==> src/rtl/gpio_pad_pkg.sv <==
// gpio_pad_pkg
// Shared constants for the GPIO pad controller: register indices on the
// 3-bit register bus and the reset value of the debounce divider.
// Optional feature macro used by the importing files: GPIO_PAD_DBNC_EN.
package gpio_pad_pkg;

  localparam logic [2:0] GPIO_OUT      = 3'd0;
  localparam logic [2:0] GPIO_OE       = 3'd1;
  localparam logic [2:0] GPIO_IN       = 3'd2;
  localparam logic [2:0] GPIO_IRQ_EN   = 3'd3;
  localparam logic [2:0] GPIO_IRQ_PEND = 3'd4;
  localparam logic [2:0] GPIO_IRQ_POL  = 3'd5;
  localparam logic [2:0] GPIO_DIV      = 3'd6;

  // DIV comes out of reset at 1 so the prescaler ticks every cycle.
  localparam int unsigned GPIO_DIV_RST = 1;

endpackage

==> src/rtl/gpio_pad_dbnc.sv <==
// gpio_pad_dbnc
// Per-pin input conditioning: 2-flop synchronizer followed by the filtered
// value flop. With GPIO_PAD_DBNC_EN defined, a 2-bit tick history makes the
// filtered value follow the synchronized input only once it has been seen
// at the same level on three consecutive ticks; otherwise the filtered value
// is the synchronized input delayed one cycle.
// Ports:
//   clk       in   core clock
//   rst_n     in   asynchronous active-low reset
//   tick      in   shared prescaler tick (ignored without debounce)
//   din       in   raw asynchronous pad input
//   filt      out  registered filtered value
//   filt_next out  value filt takes at the next edge (for edge detection)
module gpio_pad_dbnc (
  input  logic clk,
  input  logic rst_n,
  input  logic tick,
  input  logic din,
  output logic filt,
  output logic filt_next
);

  logic sync1_reg;
  logic sync_reg;
  logic filt_reg;

`ifdef GPIO_PAD_DBNC_EN
  // hist_reg[0] is the sample from the most recent tick.
  logic [1:0] hist_reg;

  always_comb begin
    filt_next = filt_reg;
    if (tick && (sync_reg == hist_reg[0]) && (sync_reg == hist_reg[1]))
      filt_next = sync_reg;
  end

  always_ff @(posedge clk or negedge rst_n) begin
    if (!rst_n) begin
      hist_reg <= 2'b00;
    end else if (tick) begin
      hist_reg <= {hist_reg[0], sync_reg};
    end
  end
`else
  logic unused_tick;
  assign unused_tick = tick;

  always_comb begin
    filt_next = sync_reg;
  end
`endif

  always_ff @(posedge clk or negedge rst_n) begin
    if (!rst_n) begin
      sync1_reg <= 1'b0;
      sync_reg  <= 1'b0;
      filt_reg  <= 1'b0;
    end else begin
      sync1_reg <= din;
      sync_reg  <= sync1_reg;
      filt_reg  <= filt_next;
    end
  end

  assign filt = filt_reg;

endmodule

==> src/rtl/gpio_pad_ctrl.sv <==
// gpio_pad_ctrl
// Core-side controller for one bank of tri-state pad cells: direction and
// output registers, synchronized (optionally debounced) inputs and
// edge-detect interrupts behind a small register bus.
// Optional feature macro: GPIO_PAD_DBNC_EN (debounce prescaler + filter).
// Ports:
//   clk_i      in   core clock
//   rst_n_i    in   asynchronous active-low reset
//   wr_en_i    in   register write strobe
//   rd_en_i    in   register read strobe
//   addr_i     in   register index
//   wdata_i    in   write data
//   rdata_o    out  registered read data, held while rd_en_i is low
//   gpio_out_o out  pad c2p
//   gpio_oe_o  out  pad c2p_en, 1 = drive
//   gpio_in_i  in   pad p2c, asynchronous
//   irq_o      out  registered level interrupt
module gpio_pad_ctrl
  import gpio_pad_pkg::*;
#(
  parameter int PIN_NUM = 8,
  parameter int DIV_W   = 16
) (
  input  logic               clk_i,
  input  logic               rst_n_i,
  input  logic               wr_en_i,
  input  logic               rd_en_i,
  input  logic [2:0]         addr_i,
  input  logic [31:0]        wdata_i,
  output logic [31:0]        rdata_o,
  output logic [PIN_NUM-1:0] gpio_out_o,
  output logic [PIN_NUM-1:0] gpio_oe_o,
  input  logic [PIN_NUM-1:0] gpio_in_i,
  output logic               irq_o
);

  logic [PIN_NUM-1:0] out_reg, oe_reg, en_reg, pend_reg, pol_reg;
  logic [PIN_NUM-1:0] out_next, oe_next, en_next, pend_next, pol_next;
  logic [DIV_W-1:0]   div_reg, div_next;
  logic [31:0]        rdata_reg, rdata_next;
  logic               irq_reg, irq_next;

  logic [PIN_NUM-1:0] filt, filt_next;
  logic [PIN_NUM-1:0] rise, fall, edge_set;
  logic               tick;
  logic               wr_div;

  logic [31:0] unused_wdata;
  assign unused_wdata = wdata_i;

  assign wr_div = wr_en_i && (addr_i == GPIO_DIV);

`ifdef GPIO_PAD_DBNC_EN
  // Prescaler: counts 0..DIV-1, tick on the wrap cycle. DIV=0 acts as 1.
  logic [DIV_W-1:0] cnt_reg, cnt_next, div_eff;

  always_comb begin
    div_eff  = (div_reg == '0) ? DIV_W'(1) : div_reg;
    tick     = (cnt_reg == div_eff - DIV_W'(1));
    cnt_next = tick ? '0 : cnt_reg + DIV_W'(1);
    if (wr_div)
      cnt_next = '0;
  end

  always_ff @(posedge clk_i or negedge rst_n_i) begin
    if (!rst_n_i)
      cnt_reg <= '0;
    else
      cnt_reg <= cnt_next;
  end
`else
  assign tick = 1'b1;
`endif

  genvar gi;
  generate
    for (gi = 0; gi < PIN_NUM; gi++) begin : g_pin
      gpio_pad_dbnc u_dbnc (
        .clk       (clk_i),
        .rst_n     (rst_n_i),
        .tick      (tick),
        .din       (gpio_in_i[gi]),
        .filt      (filt[gi]),
        .filt_next (filt_next[gi])
      );
    end
  endgenerate

  // Edges are taken from the value filt is about to load so that PEND and
  // irq_o rise on the same clock edge as IN.
  assign rise     = filt_next & ~filt;
  assign fall     = ~filt_next & filt;
  assign edge_set = (rise & pol_reg) | (fall & ~pol_reg);

  always_comb begin
    out_next = out_reg;
    oe_next  = oe_reg;
    en_next  = en_reg;
    pol_next = pol_reg;
    div_next = div_reg;
    pend_next = pend_reg;
    if (wr_en_i) begin
      case (addr_i)
        GPIO_OUT:      out_next  = wdata_i[PIN_NUM-1:0];
        GPIO_OE:       oe_next   = wdata_i[PIN_NUM-1:0];
        GPIO_IRQ_EN:   en_next   = wdata_i[PIN_NUM-1:0];
        GPIO_IRQ_POL:  pol_next  = wdata_i[PIN_NUM-1:0];
        GPIO_DIV:      div_next  = wdata_i[DIV_W-1:0];
        GPIO_IRQ_PEND: pend_next = pend_reg & ~wdata_i[PIN_NUM-1:0];
        default: ;
      endcase
    end
    // A new edge beats a simultaneous write-1-to-clear.
    pend_next = pend_next | edge_set;
    irq_next  = |(pend_next & en_next);
  end

  // Read mux uses current register values, so a same-cycle write is not seen.
  always_comb begin
    rdata_next = rdata_reg;
    if (rd_en_i) begin
      rdata_next = '0;
      case (addr_i)
        GPIO_OUT:      rdata_next[PIN_NUM-1:0] = out_reg;
        GPIO_OE:       rdata_next[PIN_NUM-1:0] = oe_reg;
        GPIO_IN:       rdata_next[PIN_NUM-1:0] = filt;
        GPIO_IRQ_EN:   rdata_next[PIN_NUM-1:0] = en_reg;
        GPIO_IRQ_PEND: rdata_next[PIN_NUM-1:0] = pend_reg;
        GPIO_IRQ_POL:  rdata_next[PIN_NUM-1:0] = pol_reg;
        GPIO_DIV:      rdata_next[DIV_W-1:0]   = div_reg;
        default: ;
      endcase
    end
  end

  always_ff @(posedge clk_i or negedge rst_n_i) begin
    if (!rst_n_i) begin
      out_reg   <= '0;
      oe_reg    <= '0;
      en_reg    <= '0;
      pol_reg   <= '0;
      pend_reg  <= '0;
      div_reg   <= DIV_W'(GPIO_DIV_RST);
      rdata_reg <= '0;
      irq_reg   <= 1'b0;
    end else begin
      out_reg   <= out_next;
      oe_reg    <= oe_next;
      en_reg    <= en_next;
      pol_reg   <= pol_next;
      pend_reg  <= pend_next;
      div_reg   <= div_next;
      rdata_reg <= rdata_next;
      irq_reg   <= irq_next;
    end
  end

  assign gpio_out_o = out_reg;
  assign gpio_oe_o  = oe_reg;
  assign rdata_o    = rdata_reg;
  assign irq_o      = irq_reg;

endmodule

==> config.mk <==
export PLATFORM = sky130hd
export DESIGN_NAME = gpio_pad_ctrl
export DESIGN_NICKNAME = d
export VERILOG_FILES = /design/src/rtl/gpio_pad_pkg.sv /design/src/rtl/gpio_pad_dbnc.sv /design/src/rtl/gpio_pad_ctrl.sv
export SDC_FILE = /design/constraint.sdc
export NUM_CORES = 1
export LEC_CHECK = 0
export BUFFER_PORTS_ARGS = -buffer_cell sky130_fd_sc_hd__buf_2
export CORE_MARGIN = 1
export CORE_UTILIZATION = 40
export DETAILED_ROUTE_END_ITERATION = 16
export SETUP_SLACK_MARGIN = 0.2
export SLEW_MARGIN = 20
export SYNTH_ARGS = -nofsm -noshare
export SYNTH_HDL_FRONTEND = slang
export SYNTH_SLANG_ARGS = --single-unit
export TNS_END_PERCENT = 50
==> constraint.sdc <==
create_clock -name clk_i -period 1.45 [get_ports clk_i]
set_input_delay 0.2175 -clock clk_i [delete_from_list [all_inputs] [get_ports clk_i]]
set_output_delay 0.2175 -clock clk_i [all_outputs]
set_load 0.005 [all_outputs]
Word-level counts from Yosys, hierarchy flattened
Cells that the tools add are included.
- register bits: 97
- logic and storage cells: 62
- equal/unequal tests: 6
- mux-type cells: 6
- bitwise logic cells: 12
- reduce and logical (&&, ||, !) cells: 6
- operator list (cell ; number):
    one-hot mux 8 bit (7 select lines) ; 1
    AND 8 bit ; 6
    2-to-1 mux 8 bit ; 5
    inverter 8 bit ; 4
    OR 8 bit ; 2
    equality test 3 bit (second input constant) ; 3
    AND reduction 2 bit ; 4
    OR reduction 8 bit ; 1
    equality test 3 x 2 -> 1 bit (second input constant) ; 2
    equality test 3 x 1 -> 1 bit (second input constant) ; 1
    zero test 3 bit ; 1

Depth between registers and ports, before layout
Gate-level depths: netlist of run 1.
- depth after elaboration: 7
- mapped depth: 8
- mapped depth without buffers: 5

Cells and area by module
Synthesis of run 1 repeated with hierarchy kept, for this count alone.
- cells, all modules: 329
- area total of the unflattened synthesis: 4159.0 µm²
- by module, submodules not included (module ; instances ; cells an instance ; area an instance (µm²) ; seq. area each (µm²)):
    gpio_pad_ctrl ; 1 ; 305 ; 3558.4 ; 1828.0
    gpio_pad_dbnc ; 8 ; 3 ; 75.1 ; 75.1

Worst setup path before layout of run 1
No wires, ideal clock.
- path type: input -> register
- start: input addr_i[0]
- end: register irq_reg, in the netlist irq_o
- library setup time: 135 ps
- arrival time: 1321 ps
- required time: 1315 ps
- setup slack: -6 ps
- stages on the path: 6
- path through: buf_6 -> and4bb_4 -> nand2_1 -> a221o_1 -> a22oi_2 -> nand4_1
- cells in the longest elaborated chain, start to end: 6
- elaborated cells between the ends (all ways): 9
- classes of those cells: eq/ne: 2; mux: 4; bitwise: 2; reduce/logical: 1
- RTL lines (item ; RTL line ; text):
    start, declared ; gpio_pad_ctrl.sv:28 ; input logic [2:0] addr_i,
    equality test 3 bit ; gpio_pad_ctrl.sv:103 ; case (addr_i)
    2-to-1 mux 8 bit ; gpio_pad_ctrl.sv:103 ;
    2-to-1 mux 8 bit ; gpio_pad_ctrl.sv:102 ; if (wr_en_i) begin
    OR 8 bit ; gpio_pad_ctrl.sv:114 ; pend_next = pend_next | edge_set;
    via pend_next[6] ; gpio_pad_ctrl.sv:38 ; logic [PIN_NUM-1:0] out_next, oe_next, en_next, pend_next, pol_next;
    AND 8 bit ; gpio_pad_ctrl.sv:115 ; irq_next = |(pend_next & en_next);
    OR reduction 8 bit ; gpio_pad_ctrl.sv:115 ;
    via irq_next ; gpio_pad_ctrl.sv:41 ; logic irq_reg, irq_next;
    end signal, assigned ; gpio_pad_ctrl.sv:154 ; irq_reg <= irq_next;
    end, declared ; gpio_pad_ctrl.sv:41 ;
The timed path passes the listed nets, and every way through them passes these cells.
A chain may end at the register's enable or synchronous reset.

Final worst setup path of run 1
- start: register g_pin[0].u_dbnc.filt_reg
- end: register rdata_reg[0], in the netlist rdata_o[0]
- cells in the longest elaborated chain, start to end: 1
- RTL lines (item ; RTL line ; text):
    start, declared ; gpio_pad_dbnc.sv:25 ; logic filt_reg;
    start signal, assigned ; gpio_pad_dbnc.sv:61 ; filt_reg <= filt_next;
    one-hot mux 8 bit (7 select lines) ; gpio_pad_ctrl.sv:123 ; case (addr_i)
    end signal, assigned ; gpio_pad_ctrl.sv:153 ; rdata_reg <= rdata_next;
    end, declared ; gpio_pad_ctrl.sv:40 ; logic [31:0] rdata_reg, rdata_next;
Every way passes these cells.

==> results of run 1 <==
[kinds of logic (layout without fill, tap and decap cells)]
| logic type | count (synthesis) | after routing | synth area share (%) |
|---|---|---|---|
| multiplexers | 66 | 66 | 18.74 |
| flip-flops | 97 | 97 | 58.68 |
| AO/OA/AOI/OAI | 55 | 55 | 9.009 |
| buffers and inverters | 46 | 139 | 6.227 |
| AND/OR/NAND/NOR | 60 | 60 | 7.255 |
| other | 1 | 16 | 0.09060 |
[routing by layer]
metal / GRT usage (%) / share of wire (%) / wire length (um) / up-vias
li1: - / - / - / 1321
met1: 24.88 / 48 / 4284 / 1418
met2: 27.42 / 47 / 4219 / 70
met3: 4.720 / 3.8 / 341 / 7
met4: 5.204 / 1.2 / 105 / 0
met5: 0 / 0 / 0 / -
[layout make-up]
type                       instances  area [um^2]  share of cell area (%)
timing repair buffer             106        688.2                   13.42
clock buffer                       9        123.9                   2.415
sequential                        97         2429                   47.35
multi-input combinational        197         1582                   30.84
inverter                          17        63.81                   1.244
clock inverter                     7        76.32                   1.488
tap                              133        166.4                   3.245
[path summary, 6_finish.rpt]
| kind | start | to | slack [ns] | cells past startpoint |
|---|---|---|---|---|
| max in group asynchronous | rst_n_i | g_pin[6].u_dbnc.sync1_reg$_DFF_PN0_ | 0.64 | 3 |
| min in group asynchronous | rst_n_i | div_reg[15]$_DFFE_PN0P_ | 0.28 | 2 |
| worst min-delay path | wdata_i[12] | div_reg[12]$_DFFE_PN0P_ | 0.07 | 2 |
| worst max-delay path | g_pin[0].u_dbnc.filt$_DFF_PN0_ | rdata_o[0]$_DFFE_PN0P_ | 0.15 | 5 |
| worst min register to register | g_pin[0].u_dbnc.sync1_reg$_DFF_PN0_ | g_pin[0].u_dbnc.filt_next$_DFF_PN0_ | 0.35 | 0 |
| worst max register to register | g_pin[0].u_dbnc.filt$_DFF_PN0_ | rdata_o[0]$_DFFE_PN0P_ | 0.15 | 5 |
[stage by stage]
stage	TNS (ns)	total power (W)	hold WS, ns	util [%]	worst slack, ns
2_1_floorplan	0	0.004097	-0.07809	-	0.01567
3_3_place_gp	-2.418	0.004535	0.1397	48.46	-0.1588
3_5_place_dp	-3.792	0.004572	0.1387	48.46	-0.1913
4_1_cts	0	0.006431	0.04839	51.60	0.1340
5_1_grt	0	0.006709	0.05448	51.76	0.07420
6_report	0	0.006371	0.06964	51.76	0.1522
[timing repair]
| action | 4_1_cts | 5_1_grt |
|---|---|---|
| gates resized for setup | 3 | 4 |
| hold buffers | 9 | 0 |
| buffers inserted | 1 | 0 |
| endpoints found under the hold margin | 26 | 0 |
| pin swaps | 1 | 0 |
| setup endpoints to repair | 4 | 21 |
[cells in the final DEF, fill, tap and decap left out, types with 6 or more instances in the layout]
master / netlist / layout
dfrtp_1: 96 / 96
buf_2: 5 / 62
mux2_2: 52 / 42
buf_4: 17 / 33
nand2_1: 23 / 23
nor2_1: 17 / 17
inv_1: 17 / 17
conb_1: 1 / 16
o21ai_0: 14 / 11
o22ai_1: 11 / 11
mux2_4: 0 / 10
mux2i_1: 10 / 10
clkbuf_8: 0 / 9
dlygate4sd3_1: 0 / 9
a21boi_0: 6 / 6
a211o_1: 6 / 6
[power by group]
group	switching (W)	internal, W
combinational	0.000511	0.000679
sequential	0.000264	0.00311
clock	0.000996	0.000812
==> impl_metrics.env, run 1 <==
export IMPL_clock_sinks=97
export IMPL_syn_cell_area_um2=4139
export IMPL_grt_pass1_vias=2752
export IMPL_dp_hpwl_mm=6.595
export IMPL_path_max_fanout=3
export IMPL_synth_top_area_cell="dfrtp_1"
export IMPL_post_dp_cell_area_um2=4802
export IMPL_synth_seq_cells=97
export IMPL_synth_edf_count=0
export IMPL_drtAntennaViolNets=0
export IMPL_async_reset_ff_share_pct=100.0
export IMPL_finalInstanceArea_um2=5129
export IMPL_drtIter0Drc=96
export IMPL_grt_pass1_wl_mm=14.74
export IMPL_clock_path_buffers=2
export IMPL_core_area_um2=9910
export IMPL_crit_family="compound AO/OA/AOI/OAI gates"
export IMPL_via_per_inst=4.975
export IMPL_drv_cap=0
export IMPL_grt_max_degree=26
export IMPL_gp_congestion=0.8115
export IMPL_p_leak_nw=2.374
export IMPL_grtUsageTotal_pct=17.83
export IMPL_slowest_delay_ns=0.41
export IMPL_crit_chain="mux2_4 > a22oi_1 > nor2_1 > a211oi_2 > o22ai_1"
export IMPL_startpoint_type="flop"
export IMPL_num_rows=36
export IMPL_synth_warnings=0
export IMPL_first_pass_iters=4
export IMPL_finalWirelength_mm=8.951
export IMPL_period_share_pct=89.50
export IMPL_vdd_drop_max_mv=0.5020
export IMPL_worst_ep_required_time_ns=1.70
export IMPL_syn2layout_area_growth_pct=23.91
export IMPL_status="finished clean"
export IMPL_fp_dieH_um=103.7
export IMPL_fin_cells=566
export IMPL_synth_top_area_share_pct=58.04
export IMPL_drive_above_1_share_pct=42.03
export IMPL_drc=0
export IMPL_initial_core_util_pct=41.77
export IMPL_yosys_top_cells_area="dfrtp_1 58%, mux2_2 14%, buf_4 3.1%"
export IMPL_powerDensity_nw_per_um2=1242
export IMPL_wl_per_cell_um=15.81
export IMPL_rsz0062_at_grt="true"
export IMPL_fillCellCount=905
export IMPL_yosysUniqueCellTypes=35
export IMPL_htreeDepth=3
export IMPL_portBuffers=63
export IMPL_fp_dieArea_um2=10760
export IMPL_cts_tree="built"
export IMPL_ys_flop_type="dfrtp_1"
export IMPL_clk_pin_slew_worst_paths_ns=0.10
export IMPL_crit_buf_inv=0
export IMPL_placed_cells=540
export IMPL_max_freq_mhz=770.6
export IMPL_crit_type="reg -> reg"
export IMPL_crit_arrival_ns=1.55
export IMPL_fin_crit_ns=1.298
export IMPL_diodes=0
export IMPL_hold_path_class="in -> reg"
export IMPL_synth_most_common_cell="dfrtp_1"
export IMPL_synth_cells=325
export IMPL_synthesis_area_per_instance_um2=12.74
export IMPL_overflow=0
export IMPL_fin_nets=475
export IMPL_io_pins=96
export IMPL_antenna_found_initial=0
export IMPL_final_max_slew_violation_count=0
export IMPL_seq_area_frac_synth_pct=58.68
export IMPL_crit_path_end_kind="flop"
export IMPL_clock_latency_ns=0.38
export IMPL_synth_commonest_cells="96 x dfrtp_1, 52 x mux2_2, 23 x nand2_1"
export IMPL_root_buffer="clkbuf_8"
export IMPL_skew_ns=0.007195
export IMPL_slowest_stage="dfrtp_1"
export IMPL_setup_viol=0
export IMPL_cts_inserted_buffers=9
export IMPL_vias=2816
export IMPL_die_w_um=103.7
export IMPL_finalHoldViolations=0
Power figures use the tool's default switching activity.
==> inputs of run 2 (changes only) <==
--- a/config.mk
+++ b/config.mk
@@ -5,6 +5,7 @@
 export SDC_FILE = /design/constraint.sdc
 export NUM_CORES = 1
 export LEC_CHECK = 0
+export ABC_AREA = 1
 export BUFFER_PORTS_ARGS = -buffer_cell sky130_fd_sc_hd__buf_2
 export CORE_MARGIN = 1
 export CORE_UTILIZATION = 40
==> run 2 against run 1 <==
Net effect: worst hold slack better by 0.0087 ns; final area up 1.4%; register-to-register slack better by 0.19 ns; critical path type is now reg -> out; largest cell class unchanged; largest power group unchanged.
==> impl_metrics.env, run 2 <==
export IMPL_status="finished clean"
export IMPL_crit_family="flip-flops"
export IMPL_yosys_top_cells_area="dfrtp_1 55%, nand2_1 18%, nand3_1 4.1%"
export IMPL_clock_latency_ns=0.38
export IMPL_ys_flop_type="dfrtp_1"
export IMPL_synth_top_area_cell="dfrtp_1"
export IMPL_syn_cell_area_um2=4357
export IMPL_clkPwrFrac_pct=32.9
export IMPL_crit_path_end_kind="output port"
export IMPL_max_freq_mhz=865.9
export IMPL_synth_warnings=0
export IMPL_setup_viol=0
export IMPL_rsz0062_at_grt="false"
export IMPL_cts_tree="built"
export IMPL_whs_endpoint="div_reg[9]$_DFFE_PN0P_"
export IMPL_diodes=0
export IMPL_synthesis_area_per_instance_um2=8.427
export IMPL_powerDensity_nw_per_um2=1239
export IMPL_min_from="wdata_i[9]"
export IMPL_startpoint_type="flop"
export IMPL_synth_most_common_cell="nand2_1"
export IMPL_netSwitchingFraction_pct=27.51
export IMPL_async_reset_ff_share_pct=100.0
export IMPL_synth_edf_count=0
export IMPL_finalInstanceArea_um2=5200
export IMPL_slowest_delay_ns=0.42
export IMPL_final_max_slew_violation_count=0
export IMPL_period_share_pct=79.64
export IMPL_grt_pass1_vias=3287
export IMPL_syn2layout_area_growth_pct=19.36
export IMPL_fin_nets=650
export IMPL_via_per_inst=4.657
export IMPL_overflow=0
export IMPL_fp_dieArea_um2=11310
export IMPL_initial_core_util_pct=41.64
export IMPL_internal_power_w=0.004670
export IMPL_vdd_drop_max_mv=0.5555
export IMPL_yosysUniqueCellTypes=23
export IMPL_seq_area_frac_synth_pct=55.74
export IMPL_vias=3465
export IMPL_die_w_um=106.4
export IMPL_synth_cells=517
export IMPL_antenna_found_initial=0
export IMPL_finalWirelength_mm=10.04
export IMPL_cts_inserted_buffers=9
export IMPL_slowest_stage="dfrtp_1"
export IMPL_p_seq_share_pct=51.4
export IMPL_net_switching_power_w=0.001772
export IMPL_drtAntennaViolNets=0
export IMPL_wl_per_cell_um=13.50
export IMPL_drc=0
export IMPL_drive_above_1_share_pct=19.74
export IMPL_dp_hpwl_mm=7.163
export IMPL_post_dp_cell_area_um2=4868
export IMPL_crit_type="reg -> out"
export IMPL_skew_ns=0.009582
export IMPL_crit_arrival_ns=0.94
export IMPL_root_buffer="clkbuf_8"
export IMPL_clock_path_buffers=2
export IMPL_hold_path_class="in -> reg"
export IMPL_crit_buf_inv=1
export IMPL_num_rows=37
export IMPL_reg2reg_from="pol_reg[4]$_DFFE_PN0P_"
export IMPL_cts_setup_buffers=0
export IMPL_gp_congestion=0.7919
export IMPL_grt_max_degree=31
export IMPL_io_pins=96
export IMPL_cts_resized=0
export IMPL_synth_top_area_share_pct=55.14
export IMPL_drv_cap=0
export IMPL_synth_seq_cells=97
export IMPL_fin_crit_ns=1.155
export IMPL_hold_buffers=9
export IMPL_setup_tns_ns=0
export IMPL_clk_pin_slew_worst_paths_ns=0.09
export IMPL_holdPathStages=2
export IMPL_r2r_end="irq_o$_DFF_PN0_"
export IMPL_portBuffers=63
export IMPL_path_max_fanout=3
export IMPL_crit_chain="buf_2"
export IMPL_fp_dieH_um=106.4
export IMPL_first_pass_iters=4
export IMPL_p_leak_nw=2.916
export IMPL_htreeDepth=3
export IMPL_grt_pass1_wl_mm=16.39
export IMPL_r2r_slack_ns=0.34
export IMPL_final_cell_mix="207 x nand2_1, 96 x dfrtp_1, 62 x buf_2"
export IMPL_worst_ep_required_time_ns=1.23
export IMPL_finalHoldViolations=0
export IMPL_clock_sinks=97
export IMPL_core_area_um2=10460
export IMPL_grtUsageTotal_pct=19.04
export IMPL_share_comb_of_total_power_pct=15.7
export IMPL_drtIter0Drc=231
export IMPL_mostFrequentLayoutCell="nand2_1"
export IMPL_reg2regPathDepth=8
export IMPL_synth_commonest_cells="207 x nand2_1, 96 x dfrtp_1, 48 x inv_1, 36 x nand3_1, 33 x o21ai_0"
==> run 2: cell count changes after synthesis, sizes merged, moves of 15 or more <==
cell and change:
o21ai +19, mux2 -44, nor2 +15, inv +36, nand2 +188, nand3 +31
==> run 2: area by class of cell <==
cell class	count	area (um^2)
repair buffers	92	595.6
well taps	136	170.2
flip-flops and latches	97	2429
clock inverters	6	113.9
fillers	1060	5263
clock buffers	10	127.6
inverters	53	201.4
multi-input cells	350	1563
==> run 2: how the worst max path moves through the flow <==
stage                                             start                      end  slack [ns]  cells after the start
global placement                              addr_i[0]   rdata_o[1]$_DFFE_PN0P_        0.04                     10
floorplan                                     addr_i[1]  div_reg[11]$_DFFE_PN0P_        0.13                      6
detailed placement                            addr_i[0]   rdata_o[1]$_DFFE_PN0P_      0.0002                     10
CTS                           gpio_out_o[0]$_DFFE_PN0P_            gpio_out_o[0]        0.27                      1
global route        g_pin[3].u_dbnc.filt_next$_DFF_PN0_          irq_o$_DFF_PN0_        0.23                     10
finish                        gpio_out_o[0]$_DFFE_PN0P_            gpio_out_o[0]        0.30                      1
==> run 2: kinds of logic after synthesis <==
group	after synthesis	synth area share, %
compound gates	33	3.791
mux	8	2.412
simple gates	293	28.29
other cells	1	0.08607
buf+inv	85	9.678
flops	97	55.74
==> run 2: metrics by stage <==
stage          worst slack [ns]  power [W]  cells  utilization, %  hold slack (ns)
3_3_place_gp            0.03872   0.004324    719           46.53           0.1747
3_5_place_dp          0.0002427   0.004366    719           46.53           0.1834
5_1_grt                  0.2340   0.006800    744           49.70          0.05485
6_report                 0.2952   0.006442    744           49.70          0.07837
2_1_floorplan            0.1260   0.003927    532               -         -0.07809
4_1_cts                  0.2743   0.006536    744           49.70          0.05888
==> run 2: per-layer routing <==
layer  global-route usage, %  wire length [um]  up-vias  part of all wire [%]
li1                        -                 -     1731                     -
met1                   25.56              4847     1616                    48
met2                   30.24              4486      106                    45
met3                   4.231               566       12                   5.6
met4                   6.746               141        0                   1.4
met5                       0                 0        -                     0
==> run 2: power by group through the flow <==
stage          clock [W]  sequential, W  combinational (W)
3_5_place_dp           0        0.00336            0.00100
2_1_floorplan          0        0.00332           0.000605
5_1_grt          0.00228        0.00336            0.00117
3_3_place_gp           0        0.00335           0.000977
6_report         0.00212        0.00331            0.00101
4_1_cts          0.00220        0.00331            0.00103
==> inputs of run 3 (changes only) <==
==> constraint.sdc (replaced) <==
create_clock -name clk_i -period 1.1 [get_ports clk_i]
set_input_delay 0.165 -clock clk_i [delete_from_list [all_inputs] [get_ports clk_i]]
set_output_delay 0.165 -clock clk_i [all_outputs]
set_load 0.005 [all_outputs]
==> run 3 against run 2 <==
Net effect: non-clock buffer count increased by 50; wire length increased by 1.9%; setup slack got worse by 0.28 ns; final cell count increased by 6.7%; combinational power increased by 82%; count of clock-buffer cells in the layout unchanged; sequential share of layout area decreased by 4.2 points; critical path depth increased by 9; register-to-register slack got worse by 0.33 ns; critical path type is now reg -> reg.
==> impl_metrics.env, run 3 (same netlist as run 2, synthesis figures left out) <==
export IMPL_status="finished clean"
export IMPL_fp_dieH_um=106.4
export IMPL_share_comb_of_total_power_pct=20.9
export IMPL_crit_type="reg -> reg"
export IMPL_p_leak_nw=3.203
export IMPL_rsz0062_at_grt="true"
export IMPL_drive_above_1_share_pct=30.55
export IMPL_multi_input_area_um2=1670
export IMPL_crit_path_end_kind="flop"
export IMPL_gp_congestion=0.8524
export IMPL_initial_core_util_pct=41.64
export IMPL_antenna_found_initial=0
export IMPL_clk_pin_slew_worst_paths_ns=0.09
export IMPL_crit_arrival_ns=1.34
export IMPL_finalWirelength_mm=10.24
export IMPL_drtAntennaViolNets=0
export IMPL_cts_inserted_buffers=9
export IMPL_net_switching_power_w=0.002446
export IMPL_htreeDepth=3
export IMPL_dp_hpwl_mm=7.453
export IMPL_grt_max_degree=35
export IMPL_clock_sinks=97
export IMPL_drtIter0Drc=213
export IMPL_min_from="wdata_i[8]"
export IMPL_first_pass_iters=4
export IMPL_io_pins=96
export IMPL_grt_pass1_vias=3421
export IMPL_finalHoldViolations=0
export IMPL_die_w_um=106.4
export IMPL_syn2layout_area_growth_pct=31.30
export IMPL_wl_per_cell_um=12.89
export IMPL_cp_startpoint="g_pin[5].u_dbnc.filt_next$_DFF_PN0_"
export IMPL_vias=3649
export IMPL_cts_tree="built"
export IMPL_worst_ep_required_time_ns=1.35
export IMPL_final_max_slew_violation_count=0
export IMPL_core_area_um2=10460
export IMPL_netSwitchingFraction_pct=27.82
export IMPL_hold_path_class="in -> reg"
export IMPL_regArea_um2=2429
export IMPL_fin_nets=700
export IMPL_p_seq_share_pct=49.5
export IMPL_fp_dieArea_um2=11310
export IMPL_clkPwrFrac_pct=29.6
export IMPL_fillCellCount=975
export IMPL_mostFrequentLayoutCell="nand2_1"
export IMPL_final_cell_mix="195 x nand2_1, 96 x dfrtp_1, 59 x buf_4, 59 x buf_2, 44 x inv_1"
export IMPL_drc=0
export IMPL_grtUsageTotal_pct=18.68
export IMPL_clock_path_buffers=2
export IMPL_vdd_drop_max_mv=0.8946
export IMPL_max_freq_mhz=921.6
export IMPL_reg2reg_from="g_pin[5].u_dbnc.filt_next$_DFF_PN0_"
export IMPL_setup_tns_ns=0
export IMPL_root_buffer="clkbuf_8"
export IMPL_via_per_inst=4.596
export IMPL_setup_viol=0
export IMPL_path_max_fanout=2
export IMPL_portBuffers=63
export IMPL_fin_util_pct=54.68
export IMPL_fin_crit_ns=1.085
export IMPL_clock_latency_ns=0.36
export IMPL_startpoint_type="flop"
export IMPL_period_share_pct=98.64
export IMPL_overflow=0
export IMPL_diodes=0
export IMPL_grt_pass1_wl_mm=16.55
export IMPL_internal_power_w=0.006346
export IMPL_skew_ns=0.009758
export IMPL_drv_cap=0
export IMPL_powerDensity_nw_per_um2=1537
export IMPL_num_rows=37
run 3: changes by cell type in the layout (fill, tap and decap cells not counted), moves of 4 or more:
cell	change
buf_4	+41
buf_6	+13
inv_1	-4
nand2_1	-12
nand2_2	+9
nand3_1	-5
nand3_2	+5
nor2_1	-8
nor2_2	+7
o21ai_0	-11
o21ai_1	+10
run 3: final timing paths:
path                                                             to  slack, ns  cells past startpoint
worst max-delay path                                irq_o$_DFF_PN0_       0.01                     10
worst min-delay path                         div_reg[8]$_DFFE_PN0P_       0.04                      2
worst max register to register                      irq_o$_DFF_PN0_       0.01                     10
worst min register to register  g_pin[6].u_dbnc.filt_next$_DFF_PN0_       0.35                      0
max in group asynchronous                   div_reg[10]$_DFFE_PN0P_       0.34                      3
min in group asynchronous                  gpio_oe_o[1]$_DFFE_PN0P_       0.24                      2
run 3: repair_timing:
| item | 4_1_cts | 5_1_grt |
|---|---|---|
| buffers inserted | 20 | 12 |
| hold buffers | 9 | 0 |
| resized for setup | 3 | 51 |
| setup endpoints to repair | 59 | 78 |
| hold endpoints to repair | 47 | 0 |
| pin swaps | 5 | 38 |
run 3: power groups by stage:
stage                     combinational [W]  clock (W)  sequential [W]
after floorplan                    0.000814          0         0.00438
after global placement              0.00138          0         0.00443
after detailed placement            0.00140          0         0.00445
after CTS                           0.00167    0.00266         0.00434
after global routing                0.00206    0.00280         0.00441
final                               0.00184    0.00260         0.00435
run 3: cell type report:
cell class / instances / share of cell area (%)
Sequential cell: 97 / 42.45
Multi-Input combinational cell: 350 / 29.20
Timing Repair Buffer: 142 / 17.74
Inverter: 53 / 3.653
Tap cell: 136 / 2.975
Clock buffer: 10 / 2.406
Clock inverter: 6 / 1.575
run 3: stage by stage:
step | hold WS (ns) | cells | power, W | worst slack, ns | instance area, um^2
3_5_place_dp | 0.07936 | 737 | 0.005849 | -0.2415 | 5014
6_report | 0.03509 | 794 | 0.008792 | 0.01493 | 5720
2_1_floorplan | -0.1306 | 532 | 0.005194 | -0.1692 | 4458
5_1_grt | 0.03792 | 794 | 0.009273 | -0.09559 | 5720
4_1_cts | 0.03049 | 782 | 0.008662 | 0.01352 | 5493
3_3_place_gp | 0.08071 | 737 | 0.005809 | -0.2215 | 5014
run 3: critical path: stages (launching register included):
cell and delay (ns):
dfrtp_1 0.38, inv_1 0.07, nor2_1 0.04, nand2_1 0.05, nand2_1 0.04, inv_1 0.06
nand2_1 0.07, nand2_1 0.06, nand2_1 0.06, nor2_2 0.10, nand2_1 0.05
run 3: metal layers:
layer	track usage (%)	vias to the layer above	wire [um]
li1	-	1828	-
met1	27.51	1712	5105
met2	28.48	103	4529
met3	3.066	6	529
met4	4.861	0	70
met5	0	-	0
